===== src/rtl/instr_fetch_stage.sv =====
// Instruction fetch stage: owns the PC, addresses the instruction ROM and
// fills the IF/ID register with sequential fetch, stall, flush and halt handling.
module instr_fetch_stage #(
    parameter logic [31:0] PC_RESET   = 32'd0,
    parameter int unsigned IMEM_WORDS = 7,
    parameter logic [31:0] NOP_WORD   = 32'd0
) (
    input  logic        clk,
    input  logic        rst,
    output logic [31:0] imem_addr,
    input  logic [31:0] imem_instr,
    input  logic        freeze,
    input  logic        branch_taken,
    input  logic [31:0] branch_target,
    output logic [31:0] pc,
    output logic [31:0] if_id_pc4,
    output logic [31:0] if_id_instr,
    output logic        if_id_valid,
    output logic        halted
);

    localparam logic [31:0] PC_LIMIT = 32'(4 * IMEM_WORDS);
    localparam logic [31:0] PC_STEP  = 32'd4;

    typedef enum logic [1:0] {
        BOOT = 2'd0,
        RUN  = 2'd1,
        HALT = 2'd2
    } state_t;

    state_t      state;
    logic [31:0] pc_next;
    logic        pc_ok;

    assign imem_addr = pc;
    assign pc_next   = pc + PC_STEP;
    assign pc_ok     = (pc < PC_LIMIT) && (pc[1:0] == 2'b00);

    // Redirect beats stall; an unfetchable PC parks the unit in HALT with a bubble in IF/ID.
    always_ff @(posedge clk or posedge rst) begin
        if (rst) begin
            state       <= BOOT;
            pc          <= PC_RESET;
            if_id_instr <= NOP_WORD;
            if_id_pc4   <= '0;
            if_id_valid <= 1'b0;
            halted      <= 1'b0;
        end else begin
            case (state)
                BOOT: state <= RUN;
                RUN: begin
                    if (branch_taken) begin
                        pc          <= branch_target;
                        if_id_instr <= NOP_WORD;
                        if_id_pc4   <= '0;
                        if_id_valid <= 1'b0;
                    end else if (!freeze) begin
                        if (!pc_ok) begin
                            state       <= HALT;
                            halted      <= 1'b1;
                            if_id_instr <= NOP_WORD;
                            if_id_pc4   <= '0;
                            if_id_valid <= 1'b0;
                        end else begin
                            pc          <= pc_next;
                            if_id_instr <= imem_instr;
                            if_id_pc4   <= pc_next;
                            if_id_valid <= 1'b1;
                        end
                    end
                end
                HALT: state <= HALT;
                default: state <= BOOT;
            endcase
        end
    end

endmodule


===== config.mk =====
export PLATFORM = sky130hd
export DESIGN_NAME = instr_fetch_stage
export DESIGN_NICKNAME = d
export VERILOG_FILES = /design/src/rtl/instr_fetch_stage.sv
export SDC_FILE = /design/constraint.sdc
export NUM_CORES = 1
export LEC_CHECK = 0
export CORE_AREA = 2 2 105 107
export DETAILED_ROUTE_END_ITERATION = 8
export DIE_AREA = 0 0 107 109
export PLACE_DENSITY = 0.78
export SYNTH_ARGS = -nofsm -noshare
export SYNTH_HDL_FRONTEND = slang
export SYNTH_SLANG_ARGS = --single-unit

===== constraint.sdc =====
create_clock -name clk -period 4.2 [get_ports clk]
set_input_delay 1.26 -clock clk [delete_from_list [all_inputs] [get_ports clk]]
set_output_delay 1.26 -clock clk [all_outputs]
set_load 0.02 [all_outputs]

* Word-level counts from Yosys, hierarchy flattened
Index checks and enable logic that the tools add are counted. W data, S select, Z words.
Operators by class: order comparisons 1, reduce and logical (&&, ||, !) cells 8, equal/unequal tests 6, add/subtract/negate cells 1, bitwise operators 3, multiplexer cells 16
Operator list (number):
- $mux W32 | 9
- $add A32 B3 Y32 const B | 1
- $lt A32 B5 Y1 const B | 1
- $mux W2 | 3
- $ne A2 B2 Y1 const B | 3
- $pmux W2 S3 | 1
- $reduce_and A3 Y1 | 2
- $logic_not A2 Y1 | 2
- $reduce_and A4 Y1 | 1
- $mux W1 | 3
- $not A1 Y1 | 3
- $eq A2 B1 Y1 const B | 1
- $eq A2 B2 Y1 const B | 1
- $ne A2 B1 Y1 const B | 1
- $reduce_and A2 Y1 | 1
- $reduce_bool A2 Y1 | 1
- $logic_and A1 B1 Y1 | 1
Word-level totals: bits in registers 100

* Logic depth before layout (Yosys ltp)
Gate-level depths: netlist (run 1).
word-level depth 6, gate-level depth with buffers 7

* Least setup slack after synthesis (run 1)
OpenSTA, ideal clock, no wires.
path kind input -> register, start point in branch_taken, end point reg if_id_instr[0], setup time 66 ps, slack 1593 ps, arrival 2541 ps, stages 5, path buffers 3, cells stage by stage clkbuf_1 > o21ai_1 > clkbuf_1 > clkbuf_1 > a22o_1
On the way: longest elaborated chain between the ends 2
Ends and longest elaborated chain:
- start: declaration | line 13 | input logic branch_taken,
- $ne A2 B1 Y1 (no line)
- $reduce_and A2 Y1 (no line)
- end signal: assignment | line 66 | if_id_instr <= imem_instr;
- end: declaration | line 17 | output logic [31:0] if_id_instr,
Several ways; a longest one is shown, not always the timed one. A chain may end at the register's enable or synchronous reset.

* Worst setup path in the final report (run 1)
start point in branch_taken, end point reg pc[14] (netlist: imem_addr[14])
On the way: longest elaborated chain between the ends 2
Ends and longest elaborated chain:
- $ne A2 B1 Y1 (no line) / $reduce_bool A2 Y1 (equally long branches)
- $reduce_and A3 Y1 (no line)
- end signal: assignment | line 53 | pc <= branch_target;
- end signal: assignment | line 65 | pc <= pc_next;
- end: declaration | line 15 | output logic [31:0] pc,
Several ways; a longest one is shown, not always the timed one.

==> impl_metrics.csv, run 1 <==
group,metric,value,unit
setup_path,crit_fanout,12,
yosys,yosys.area_share.simple,15.93,%
setup_path,cp.required,4460,ps
yosys,ys_top_cells_by_area,"dfrtp_1 60%, a22o_1 8.1%, buf_4 5.7%",
cells_and_area,fin_util,58.91,%
setup_path,critical_path_class,"primary input to flop",
cts,clock_latency,360,ps
status,status,"finished clean",
cells_and_area,synthToLayoutAreaGrowth,48.93,%
yosys,synthAdderAreaFrac,0.8950,%
power,power_frac_comb,40.7,%
power,ir_drop,391.8,uV
yosys,synth_top_family_by_area,"simple AND/OR/NAND/NOR gates",
yosys,syn_inst,371,
power,power.share.switching,38.50,%
yosys,netlist.area_leader.share,59.67,%
floorplan,die_x,107,um
timing,fin_crit,3227,ps
grt,grt_pass1_wl,17.81,mm
yosys,avgSynthCellArea,11.30,um2
placed_design,gp_congestion,0.8215,
power,power.density,510.2,nW/um2
timing,clock_skew,11.70,ps
yosys,syn-num-nets,442,
setup_path,slowest_stage,"clkdlybuf4s50_1",
floorplan,io-pin-count,198,
floorplan,fp.dieArea,11660,um2
power,p_clk_share,17.5,%
worst_hold_path,worstHoldPathCells,2,
cts,htreeDepth,3,
cts,ctsHoldBuffers,0,
worst_hold_path,min_path_type,"flop to flop",
setup_path,cp.arrival,3490,ps
grt,gr-total-overflow,0,
power,power.total,3.187,mW
timing,max_clock_freq,0.3098,GHz
cts,cts.repair.resized,0,
setup_path,path_cells,"clkdlybuf4s50_1 -> inv_1 -> a21boi_0 -> o21ai_1 -> a22o_1",
cts,numCtsBuffers,9,
route,dr.pass1.iters,4,
timing,slew_headroom,50.90,%
setup_path,reg2reg_depth,6,
route,vias,3419,
timing,fin_crit_sh,76.84,%
setup_path,cp-start-kind,"primary input",
cts,path_clk_slew,90,ps
timing,rsz0062_at_grt,"no",
cts,clock_path_buffers,2,
placed_design,place_hpwl,8.134,mm
cts,cts-root-buf,"clkbuf_8",
grt,grt_pass1_vias,3463,
cells_and_area,fin_nets,606,
floorplan,fp.coreArea,10600,um2
power,seqPwrFrac,41.7,%
power,p_sw,1.227,mW
placed_design,post-place-cells,664,
grt,grt_usage,19.54,%
route,antenna_left,0,
yosys,ys_seq_area_share,59.67,%
cts,numClockSinks,100,
timing,maxSlewViolCount,0,
placed_design,io_buffers,197,
route,dr.first_iter.drc_count,182,
yosys,yosys-mux-area-fraction,0.5370,%
setup_path,crit_path_end_kind,"flop",
setup_path,crit_path_max_incr_delay,760,ps
grt,grt_start_max_net_pins,68,
route,routedWlPerCell,16.44,um
cts,post_cts_buffers,0,
yosys,yosysWarnings,0,
yosys,ys_ff_latch,100,
cells_and_area,final-instance-count-excl-fill,679,
route,wl,11.16,mm
timing,report.final.setup_viol,0,
power,p_leak,2.742,nW
timing,tns,0,ps
floorplan,die_h,109,um
cells_and_area,drive_gt1_share,6.122,%
yosys,synth-xor-area-share,0.4177,%
yosys,yosys.area.top_type,"dfrtp_1",
route,routed_via_density,5.035,
timing,hold_viol,0,
cells_and_area,diodes,0,
floorplan,placement_rows,38,
power,p_int,1.960,mW
timing,worstMarginPinSlew,734.7,ps
yosys,netlist_area,4194,um2
route,drc,0,
flow_run,maxCapViolations,0,
yosys,synth_compound_area_share,13.87,%
cts,tritoncts,"yes",
grt,antenna_found_initial,0,
yosys,synthDistinctLibCells,38,
floorplan,start_util,39.56,%
## cell usage after synthesis
cell type	n
a211oi_2	1
a21boi_0	1
a21o_2	1
a21oi_1	11
a22o_1	39
a31oi_1	1
and2_1	29
and3_1	1
buf_1	1
buf_4	32
buf_6	3
clkbuf_1	14
dfrtp_1	100
ha_1	3
inv_1	9
mux2_2	2
nand2_1	58
nand3_1	4
nand3b_1	1
nand4_1	7
nand4_2	1
nor2_1	14
nor2_2	1
nor3_1	3
nor4_1	5
nor4_2	2
nor4_4	2
o21a_1	1
o21ai_0	1
o21ai_1	2
o21bai_1	1
o22a_1	2
o22ai_1	10
o311ai_0	1
o31ai_1	3
o41ai_1	1
or3_1	1
xor2_1	2
## final timing paths
path,slack (ps),end,from
worst max-delay path,970,imem_addr[14],branch_taken
worst min-delay path,480,halted,halted
worst max register to register,1960,if_id_instr[28],imem_addr[2]
worst min register to register,480,halted,halted
max in group asynchronous,2100,imem_addr[7],rst
min in group asynchronous,1320,if_id_pc4[25],rst
## power by group through the flow
stage / clock [mW] / combinational (mW) / sequential, mW
after detailed placement: 0 / 1.31 / 1.35
after floorplan: 0 / 0.670 / 1.44
after global placement: 0 / 1.28 / 1.34
final: 0.559 / 1.30 / 1.33
after CTS: 0.576 / 1.31 / 1.33
after global routing: 0.612 / 1.39 / 1.36
## kinds of logic after synthesis
group,count (synthesis)
muxes,2
adders and majority gates,3
AOI/OAI and AO/OA,76
DFF,100
and+or+nand+nor,129
xor gates and xnor gates,2
buffers and inverters,59
## flip-flops by register name (all words and copies together) (netlist names)
name and flops:
halted 1, if_id_pc4 32, imem_addr 32, if_id_instr 32, state 2, if_id_valid 1
## routing by layer
layer  global-route usage (%)  routed length (um)
met1                    24.88                4694
met2                    33.26                5471
met3                    3.825                 807
met4                    7.236                 189
met5                        0                   0
## through the flow
step	worst slack, ps	hold slack, ps	instance area [um2]
2_1_floorplan	321.2	480.6	4194
3_3_place_gp	788.0	462.0	6070
3_5_place_dp	653.9	454.3	6070
4_1_cts	1044	474.7	6246
5_1_grt	750.9	503.0	6246
6_report	972.6	477.1	6246
## critical path: cells and delay by family
kind,cells,cell delay [ps]
AO/OA/AOI/OAI,3,1140
buffers and inverters,2,1070
## layout make-up
class,instances,area [um2]
clock inverters,4,25.02
inverters,9,36.28
clock buffers,11,151.4
fillers,888,4357
multi-input cells,212,1339
repair buffers,203,2017
flip-flops and latches,100,2502
well taps,140,175.2
## cells in the final DEF (no fill, tap or decap), types with 4 or more instances in the layout
cell type / n
inv_1: 8
nor2_1: 14
clkbuf_8: 11
nor4_1: 5
clkdlybuf4s50_1: 197
and2_1: 29
nand2_1: 58
a21oi_1: 11
nand3_1: 4
dfrtp_1: 100
buf_4: 6
o22ai_1: 10
nand4_1: 7
a22o_1: 39
Power figures use the tool's default switching activity.
==> run 2: changes to the inputs <==
==> constraint.sdc (replaced) <==
create_clock -name clk -period 3.2 [get_ports clk]
set_input_delay 0.96 -clock clk [delete_from_list [all_inputs] [get_ports clk]]
set_output_delay 0.96 -clock clk [all_outputs]
set_load 0.02 [all_outputs]
==> run 2 against run 1 <==
Compared with the run above: design area increased by 0.80%; largest cell class unchanged; highest routed layer unchanged; sequential share of layout area decreased by 0.32 points; non-clock buffer count up 3; clock skew fell by 5.9 ps; critical path depth shrank 4; combinational power up 31%; register-to-register slack got worse by 980 ps; clock power grew 49%; critical endpoint is now pc[4]; final cell count grew 0.44%.
==> impl_metrics.csv, run 2 (synthesized netlist as in run 1, its figures left out) <==
group,metric,value,unit
setup_path,crit_path_max_incr_delay,690,ps
setup_path,cp.required,2240,ps
floorplan,start_util,39.56,%
power,p_leak,2.768,nW
route,dr.first_iter.drc_count,166,
timing,report.final.setup_viol,0,
grt,grt_pass1_wl,17.46,mm
timing,clock_skew,5.785,ps
cts,clock_latency,360,ps
placed_design,gp_congestion,0.8052,
worst_hold_path,min_path_type,"flop to flop",
cts,cts.repair.resized,0,
cts,htreeDepth,3,
cells_and_area,diodes,0,
timing,fin_crit_sh,80.37,%
cts,path_clk_slew,90,ps
setup_path,startpoint,"imem_addr[4]",
route,antenna_left,0,
placed_design,dpl_cell_area,6093,um2
floorplan,fp.dieArea,11660,um2
setup_path,cp.arrival,1610,ps
worst_hold_path,hold_start,"halted",
timing,maxSlewViolCount,0,
timing,max_clock_freq,0.3888,GHz
setup_path,path_cells,"clkdlybuf4s50_1",
timing,tns,0,ps
route,dr.pass1.iters,4,
cells_and_area,mostFrequentLayoutCells,"197 x clkdlybuf4s50_1, 100 x dfrtp_1, 58 x nand2_1",
placed_design,place_hpwl,8.023,mm
cells_and_area,fin_nets,609,
setup_path,crit_path_end_kind,"primary output",
floorplan,fp.coreArea,10600,um2
route,drc,0,
timing,worstMarginPinSlew,692.4,ps
cells_and_area,drive_gt1_share,6.273,%
grt,grt_pass1_vias,3418,
route,routed_via_density,5.006,
timing,finalWorstSetupSlack,628.3,ps
timing,hold_viol,0,
floorplan,die_h,109,um
cts,cts-root-buf,"clkbuf_8",
setup_path,crit_buf_inv,1,
cts,numCtsBuffers,9,
grt,gr-total-overflow,0,
cells_and_area,fin_util,59.38,%
timing,fin_crit,2572,ps
grt,grt_usage,19.08,%
timing,slew_headroom,53.84,%
setup_path,cpLargestDelayFamily,"buffers and inverters",
placed_design,place_worst_setup_slack,296.7,ps
cts,numClockSinks,100,
cells_and_area,final_common_cell,"clkdlybuf4s50_1",
setup_path,r2r_start,"imem_addr[2]",
cells_and_area,final-instance-count-excl-fill,682,
setup_path,cp-start-kind,"flop",
floorplan,die_x,107,um
route,vias,3414,
cells_and_area,synthToLayoutAreaGrowth,50.12,%
placed_design,io_buffers,197,
timing,rsz0062_at_grt,"no",
flow_run,maxCapViolations,0,
grt,grt_start_max_net_pins,66,
setup_path,critical_path_class,"flop to primary output",
cts,clock_path_buffers,2,
floorplan,io-pin-count,198,
cts,post_cts_buffers,0,
placed_design,post-place-cells,667,
route,wl,11.14,mm
grt,antenna_found_initial,0,
route,routedWlPerCell,16.33,um
cts,ctsHoldBuffers,0,
status,status,"finished clean",
power,ir_drop,441.8,uV
cells_and_area,post-route-cell-area,6296,um2
cts,tritoncts,"yes",
setup_path,slowest_stage,"clkdlybuf4s50_1",
power,power.density,680.4,nW/um2
floorplan,placement_rows,38,
setup_path,crit_fanout,9,
==> run 2: changes by cell type in the layout (fill, tap and decap cells not counted) <==
cell	before	now
clkbuf_1	0	2
bufinv_16	0	1
clkinvlp_4	2	1
clkinv_2	2	0
buf_4	6	9
inv_4	1	0
clkbuf_8	11	12
==> run 2: layout make-up <==
cell class | count | area, um2
fill | 890 | 4307
sequential | 100 | 2502
timing repair buffer | 206 | 2039
multi-input combinational | 212 | 1339
tap | 140 | 175.2
clock buffer | 14 | 172.7
inverter | 9 | 37.54
clock inverter | 1 | 30.03
==> run 2: metrics by stage <==
step / power [mW] / hold WS (ps)
2_1_floorplan: 2.773 / 480.6
3_3_place_gp: 3.449 / 468.1
3_5_place_dp: 3.487 / 463.1
4_1_cts: 4.335 / 486.0
5_1_grt: 4.516 / 503.4
6_report: 4.284 / 477.6
==> run 2: power breakdown <==
group	total (mW)	internal (mW)	leakage [nW]	switching [mW]
Clock	0.835	0.423	0.103	0.412
Combinational	1.70	0.816	1.35	0.889
Sequential	1.74	1.44	1.32	0.300
Total	4.28	2.68	2.77	1.60
==> run 2: final timing paths <==
kind | cells after the start | end | slack [ps]
min reg2reg | 2 | halted | 480
min in group asynchronous | 3 | if_id_pc4[26] | 1110
max | 1 | pc[4] | 630
max reg2reg | 6 | if_id_instr[29] | 980
max in group asynchronous | 3 | if_id_pc4[23] | 1560
min | 2 | halted | 480
==> run 2: worst min-delay path, cell delays in order, from the launching register on <==
cell,delay [ps]
dfrtp_1,350
inv_1,40
o31ai_1,50
==> run 2: layer usage <==
layer,wire [um],part of all wire [%],track usage (%)
met1,4765,43,24.51
met2,5479,49,32.48
met3,774,7.0,3.945
met4,116,1.0,6.122
met5,0,0,0
==> run 3: changes to the inputs <==
--- a/config.mk
+++ b/config.mk
@@ -5,10 +5,10 @@
 export SDC_FILE = /design/constraint.sdc
 export NUM_CORES = 1
 export LEC_CHECK = 0
-export CORE_AREA = 2 2 105 107
+export CORE_AREA = 2 2 110 112
 export DETAILED_ROUTE_END_ITERATION = 8
-export DIE_AREA = 0 0 107 109
-export PLACE_DENSITY = 0.78
+export DIE_AREA = 0 0 112 114
+export PLACE_DENSITY = 0.75
 export SYNTH_ARGS = -nofsm -noshare
 export SYNTH_HDL_FRONTEND = slang
 export SYNTH_SLANG_ARGS = --single-unit
==> constraint.sdc (replaced) <==
create_clock -name clk -period 2.1 [get_ports clk]
set_input_delay 0.63 -clock clk [delete_from_list [all_inputs] [get_ports clk]]
set_output_delay 0.63 -clock clk [all_outputs]
set_load 0.02 [all_outputs]
==> run 3 against run 2 <==
Compared with the run above: worst setup slack worse by 590 ps; final cell count up 3.2%; first-iteration DRC count up 27%; clock skew up 0.91 ps; die area up 9.5%; non-clock buffer count up 14; clock power up 81%; largest power group is now combinational logic; design area up 4.1%; core utilization down 3.4 points.
==> impl_metrics.csv, run 3 (synthesized netlist as in run 1, its figures left out) <==
group,metric,value,unit
grt,grt_start_max_net_pins,65,
timing,maxSlewViolCount,0,
cts,clock_latency,340,ps
placed_design,place_hpwl,8.654,mm
route,dr.pass1.iters,4,
cells_and_area,final_common_cell,"clkdlybuf4s50_1",
cts,post_cts_buffers,0,
cts,numClockSinks,100,
floorplan,placement_rows,40,
grt,gr-total-overflow,0,
grt,grt_usage,18.51,%
floorplan,die_h,114,um
placed_design,place_worst_setup_slack,-126.1,ps
setup_path,crit_path_end_kind,"primary output",
cts,htreeDepth,3,
cts,numCtsBuffers,9,
setup_path,startpoint,"imem_addr[15]",
timing,finalWorstSetupSlack,38.09,ps
worst_hold_path,hold_start,"if_id_pc4[9]",
timing,report.final.setup_viol,0,
floorplan,die_x,112,um
placed_design,gp_congestion,0.7927,
timing,slew_headroom,69.13,%
cts,ctsHoldBuffers,0,
floorplan,fp.coreArea,11710,um2
timing,max_clock_freq,0.4850,GHz
placed_design,io_buffers,197,
cells_and_area,fin_nets,623,
timing,hold_viol,0,
route,wl,11.89,mm
route,drc,0,
setup_path,critical_path_class,"flop to primary output",
timing,fin_crit_sh,98.19,%
flow_run,maxCapViolations,0,
timing,clock_skew,6.699,ps
power,power.density,1041,nW/um2
cells_and_area,diodes,0,
cells_and_area,synthToLayoutAreaGrowth,56.29,%
cts,cts-root-buf,"clkbuf_16",
worst_hold_path,min_path_type,"flop to flop",
route,antenna_left,0,
cells_and_area,fillers,993,
setup_path,cpLargestDelayFamily,"buffers and inverters",
power,p_leak,3.075,nW
floorplan,start_util,35.81,%
route,routedWlPerCell,16.88,um
route,routed_via_density,4.990,
setup_path,slowest_stage,"clkdlybuf4s50_1",
timing,rsz0062_at_grt,"yes",
setup_path,crit_path_max_incr_delay,600,ps
floorplan,fp.dieArea,12770,um2
cts,tritoncts,"yes",
setup_path,path_cells,"buf_4 -> clkdlybuf4s50_1",
cts,path_clk_slew,60,ps
power,power.total,6.825,mW
power,ir_drop,801.9,uV
timing,tns,0,ps
timing,worstMarginPinSlew,459.5,ps
setup_path,crit_fanout,5,
setup_path,cp.required,1470,ps
cts,clock_path_buffers,2,
setup_path,cp-start-kind,"flop",
route,dr.first_iter.drc_count,211,
grt,grt_pass1_vias,3542,
route,vias,3513,
setup_path,crit_buf_inv,2,
floorplan,io-pin-count,198,
grt,grt_pass1_wl,18.59,mm
grt,antenna_found_initial,0,
setup_path,cp.arrival,1430,ps
timing,fin_crit,2062,ps
cells_and_area,drive_gt1_share,8.797,%
status,status,"finished clean",
setup_path,r2r_start,"imem_addr[2]",
cells_and_area,mostFrequentLayoutCells,"160 x clkdlybuf4s50_1, 99 x dfrtp_1, 58 x nand2_1",
run 3: cell count changes in the layout (fill, tap and decap cells not counted), sizes merged:
cell and delta:
clkdlybuf4s50 -37, buf +14, clkinv +2, dlygate4sd2 +23, bufinv -1, dlymetal6s2s +14
run 3: layout make-up:
class | count | area, um2 | area share (%)
clock buffers | 14 | 254.0 | 3.875
clock inverters | 2 | 10.01 | 0.1527
inverters | 9 | 37.54 | 0.5726
multi-input cells | 212 | 1340 | 20.44
flip-flops and latches | 100 | 2504 | 38.19
well taps | 147 | 183.9 | 2.806
repair buffers | 220 | 2226 | 33.96
run 3: through the flow:
stage	hold WS (ps)	utilization [%]	cell area, um2	instances
final	483.7	55.97	6555	704
after floorplan	480.6	-	4198	371
after global placement	469.3	53.64	6282	688
after CTS	488.8	55.66	6519	704
after global routing	497.3	55.97	6555	704
after detailed placement	470.2	53.64	6282	688
run 3: layer usage:
metal	wire, um	GRT usage [%]	vias up
li1	-	-	1622
met1	5097	22.93	1728
met2	5803	31.56	149
met3	747	4.304	14
met4	236	7.317	0
met5	0	0	-
run 3: worst paths after layout:
kind,endpoint,slack (ps),cells past startpoint
min reg2reg,if_id_pc4[9],480,1
max in group asynchronous,imem_addr[21],960,3
min in group asynchronous,if_id_instr[25],740,3
max,imem_addr[15],40,2
min,if_id_pc4[9],480,1
max reg2reg,imem_addr[14],80,6
run 3: power by group:
group,switching (mW),internal [mW]
Sequential,0.412,2.21
Combinational,1.46,1.24
Clock,0.676,0.834
run 3: what timing repair did:
item                       4_1_cts  5_1_grt
setup endpoints to repair       23       23
pin swaps                        0        0
resized for setup               24       15
